`config.mk`:
```
export PLATFORM = sky130hd
export DESIGN_NAME = pattern_detector
export DESIGN_NICKNAME = d
export VERILOG_FILES = /design/src/rtl/patdet_pkg.sv /design/src/rtl/patdet_history.sv /design/src/rtl/pattern_detector.sv
export SDC_FILE = /design/constraint.sdc
export NUM_CORES = 1
export LEC_CHECK = 0
export CORE_ASPECT_RATIO = 0.8
export CORE_MARGIN = 1.5
export CORE_UTILIZATION = 58
export DETAILED_ROUTE_END_ITERATION = 12
export DONT_BUFFER_PORTS = 1
export PLACE_DENSITY = 0.74
export SYNTH_ARGS = -nofsm -noshare
export SYNTH_HDL_FRONTEND = slang
export SYNTH_HIERARCHICAL = 1
export SYNTH_SLANG_ARGS = --single-unit
```
`constraint.sdc`:
```
create_clock -name clk -period 6.2 [get_ports clk]
set_clock_uncertainty 0.15 [all_clocks]
set_input_delay 0.93 -clock clk [delete_from_list [all_inputs] [get_ports clk]]
set_output_delay 0.93 -clock clk [all_outputs]
set_load 0.02 [all_outputs]
```
`src/rtl/patdet_pkg.sv`:
```
// Shared constants for the serial pattern detector: reset pattern and length.
package patdet_pkg;

  localparam logic [31:0] DEFAULT_PAT = 32'b1010;
  localparam int          DEFAULT_LEN = 4;

  function automatic int clamp_len(input int len, input int max_len);
    return (len > max_len) ? max_len : len;
  endfunction

endpackage

```
`src/rtl/patdet_history.sv`:
```
// Serial history shift register with a saturating count of valid bits.
module patdet_history #(
  parameter int MAX_LEN = 8,
  parameter int FILL_W  = $clog2(MAX_LEN + 1)
) (
  input  logic               clk,
  input  logic               reset,
  input  logic               i_shift,
  input  logic               i_bit,
  input  logic               i_clear,
  output logic [MAX_LEN-1:0] o_hist,
  output logic [FILL_W-1:0]  o_fill
);

  logic [MAX_LEN-1:0] r_hist;
  logic [FILL_W-1:0]  r_fill;

  // NOTE: non-blocking assignments so every flop updates from pre-edge values.
  always_ff @(posedge clk or posedge reset) begin
    if (reset) begin
      r_hist <= '0;
      r_fill <= '0;
    end else if (i_clear) begin
      r_hist <= '0;
      r_fill <= '0;
    end else if (i_shift) begin
      r_hist <= {r_hist[MAX_LEN-2:0], i_bit};
      if (r_fill != FILL_W'(MAX_LEN)) r_fill <= r_fill + FILL_W'(1);
    end
  end

  assign o_hist = r_hist;
  assign o_fill = r_fill;

endmodule

```
`src/rtl/pattern_detector.sv`:
```
// Serial pattern detector with programmable pattern/length and overlap control.
// Optional match counter enabled by defining PATDET_MATCH_COUNT_EN.
module pattern_detector #(
  parameter  int MAX_LEN = 8,
  parameter  int CNT_W   = 8,
  localparam int LEN_W   = $clog2(MAX_LEN + 1)
) (
  input  logic               clk,
  input  logic               reset,
  input  logic               in,
  input  logic               in_valid,
  input  logic               pat_load,
  input  logic [MAX_LEN-1:0] pat_data,
  input  logic [LEN_W-1:0]   pat_len,
  input  logic               overlap,
  output logic               out,
  output logic [CNT_W-1:0]   match_count
);

  import patdet_pkg::*;

  logic [MAX_LEN-1:0] r_pat;
  logic [LEN_W-1:0]   r_len;
  logic               r_out;

  logic [MAX_LEN-1:0] w_hist;
  logic [LEN_W-1:0]   w_fill;
  logic [MAX_LEN-1:0] w_new_hist;
  logic [MAX_LEN-1:0] w_mask;
  logic [LEN_W-1:0]   w_load_len;
  logic               w_len_ok;
  logic               w_match;
  logic               w_clear;
  logic               w_unused_msb;

  patdet_history #(
    .MAX_LEN (MAX_LEN),
    .FILL_W  (LEN_W)
  ) u_history (
    .clk     (clk),
    .reset   (reset),
    .i_shift (in_valid),
    .i_bit   (in),
    .i_clear (w_clear),
    .o_hist  (w_hist),
    .o_fill  (w_fill)
  );

  // The oldest history bit shifts out before it can ever be compared.
  assign w_unused_msb = w_hist[MAX_LEN-1];
  assign w_new_hist   = {w_hist[MAX_LEN-2:0], in};

  // NOTE: give every always_comb output a default first so no path infers a latch.
  always_comb begin
    w_mask = '0;
    for (int i = 0; i < MAX_LEN; i++) w_mask[i] = (i < int'(r_len));
  end

  assign w_len_ok   = (r_len != '0) &&
                      (({1'b0, w_fill} + (LEN_W+1)'(1)) >= {1'b0, r_len});
  assign w_match    = in_valid && !pat_load && w_len_ok &&
                      (((w_new_hist ^ r_pat) & w_mask) == '0);
  assign w_clear    = pat_load || (w_match && !overlap);
  assign w_load_len = (pat_len > LEN_W'(MAX_LEN)) ? LEN_W'(MAX_LEN) : pat_len;

  always_ff @(posedge clk or posedge reset) begin
    if (reset) begin
      r_pat <= DEFAULT_PAT[MAX_LEN-1:0];
      r_len <= LEN_W'(clamp_len(DEFAULT_LEN, MAX_LEN));
      r_out <= 1'b0;
    end else begin
      r_out <= w_match;
      if (pat_load) begin
        r_pat <= pat_data;
        r_len <= w_load_len;
      end
    end
  end

  assign out = r_out;

`ifdef PATDET_MATCH_COUNT_EN
  logic [CNT_W-1:0] r_count;

  always_ff @(posedge clk or posedge reset) begin
    if (reset) begin
      r_count <= '0;
    end else if (pat_load) begin
      r_count <= '0;
    end else if (w_match && (r_count != '1)) begin
      r_count <= r_count + CNT_W'(1);
    end
  end

  assign match_count = r_count;
`else
  assign match_count = '0;
`endif

endmodule

```
==> out/metrics.yaml <==
placed_design:
  io_buffers: 0
  dpl_cell_area_um2: 1330
  place.gp.congestion: 0.887
  place_hpwl_um: 1810
  dp_worst_setup_slack_ps: 3210
  placedCellCount: 148
worst_setup_path:
  path_class: "reg2reg"
  r2r_cells: 7
  cp-start-kind: "register"
  critPathCaptureType: "register"
  r2r_slack_ps: 3140
  critPathCapture: "u_history/o_fill[0]"
  worst_r2r_startpoint: "r_len[2]"
  worstPathRequired_ps: 6270
  worstPathArrival_ps: 3120
  r2r_end: "u_history/o_fill[0]"
  crit_start: "r_len[2]"
  critPathMaxFanout: 13
floorplan:
  core-area_um2: 2180
  die_y_um: 46.3
  die_x_um: 57.1
  start_util_pct: 62.4
  rows: 15
  die-area_um2: 2640
  ios: 27
synthesis:
  yosys_warnings: 6
  synth.avg_cell_area_um2: 10.6
  synth_area_um2: 1360
  syn_inst: 128
drt:
  drc: 0
  wire_per_inst_um: 15.2
  vias: 871
  drt_iter0_markers: 15
  drt-total-wl_um: 2310
  drt.antenna.violating_nets: 0
  firstDrtPassIters: 4
  routed_via_density: 5.73
final_layout:
  fin_nets: 153
  stdcell_count: 152
  drive_gt1_share_pct: 13.4
  fillers: 180
  layout_common_cells: "21 x dfrtp_1, 12 x nor2_1, 8 x conb_1, 8 x mux2i_1"
  fin_area_um2: 1390
  final_common_cell: "dfrtp_1"
  area_delta_synth_final_pct: 2.03
  diodes: 0
  utilization_pct: 63.6
global_route:
  use_met1_pct: 24.3
  first_global_vias: 844
  antenna_found_initial: 0
  grt_overflow: 0
  grt.met2_usage_pct: 34.3
  grt.busiest_layer: "met2"
  grt.met3_usage_pct: 4.49
  grt_pass1_wl_um: 3840
  grt.total_usage_pct: 20.2
  grt_max_degree: 18
timing:
  hold_violations: 0
  setup_tns_ps: 0
  tightest_slew_ps: 894
  fin_crit_sh_pct: 49.3
  relSlewSlack_pct: 40.1
  finalSetupViolCount: 0
  period_needed_ps: 3060
  layout_setup_ws_ps: 3140
  timing.fmax_mhz: 327
  rsz0062_at_grt: "no"
  finalMaxSlewViolations: 0
worst_hold_path:
  hold_class: "in2async"
clock_network:
  clk_path_buf_depth: 2
  cts.sinks: 24
  cts_hold_buf: 0
  cts_resized: 0
  cts_setup_buffers: 0
  clock_latency_ps: 310
  cts.htree.levels: 1
  cts_made_buffers: 3
  clk_pin_slew_ps: 130
  root_buffer: "clkbuf_4"
  cts_tree: "done"
power:
  p_leak_nw: 0.650
  cell_internal_pwr_mw: 0.253
  ir_drop_uv: 211
  p_sw_mw: 0.0798
  p_sw_share_pct: 24.0
  pwr-share-clk_pct: 33.2
  p_comb_share_pct: 13.3
  p_seq_share_pct: 53.5
  pwr_density_cell_nw_per_um2: 240
run_status:
  outcome: "completed"
flow_run:
  drv_cap: 0
worst max-delay path, stage by stage, from the launching register on:
cell,delay [ps]
dfstp_2,580
or4b_1,440
a2111oi_1,380
o21ai_1,120
a21boi_1,160
o31ai_2,760
nor2_1,80
mux2_4,290
metrics by stage:
stage          hold slack, ps  power (mW)
2_1_floorplan             330       0.222
3_3_place_gp              348       0.222
3_5_place_dp              357       0.225
4_1_cts                   314       0.336
5_1_grt                   337       0.347
6_report                  325       0.332
routing by layer:
metal	wire, um	up-vias
met5	0	-
met4	21	0
met3	120	2
met2	1170	23
met1	993	426
li1	-	420
state kept, by name, indices dropped and copies added (netlist names):
| name | count |
|---|---|
| u_history/o_fill | 4 |
| out | 1 |
| r_len | 4 |
| r_pat | 8 |
| u_history/o_hist | 7 |
power by group through the flow:
stage,clock network [mW],logic (mW),registers [mW]
after global placement,0,0.0423,0.180
after detailed placement,0,0.0442,0.181
final,0.110,0.0443,0.178
after global routing,0.118,0.0507,0.179
after CTS,0.114,0.0445,0.178
after floorplan,0,0.0443,0.177
cell type report:
cell class | count | area [um^2] | area share [%]
multi-input cells | 90 | 662 | 47.8
flip-flops and latches | 24 | 604 | 43.6
clock buffers | 3 | 22.5 | 1.63
well taps | 25 | 31.3 | 2.26
clock inverters | 1 | 30.0 | 2.17
inverters | 9 | 35.0 | 2.53
worst min path at each step:
stage                                endpoint  cells after the start     start  slack (ps)
after floorplan                      r_pat[0]                      1  r_pat[0]         330
after global placement               r_pat[5]                      1  r_pat[5]         350
after detailed placement             r_pat[5]                      1  r_pat[5]         360
after CTS                 u_history/o_hist[4]                      1     reset         310
after global routing      u_history/o_hist[4]                      1     reset         340
final                     u_history/o_hist[4]                      1     reset         320
Power figures use the tool's default switching activity.
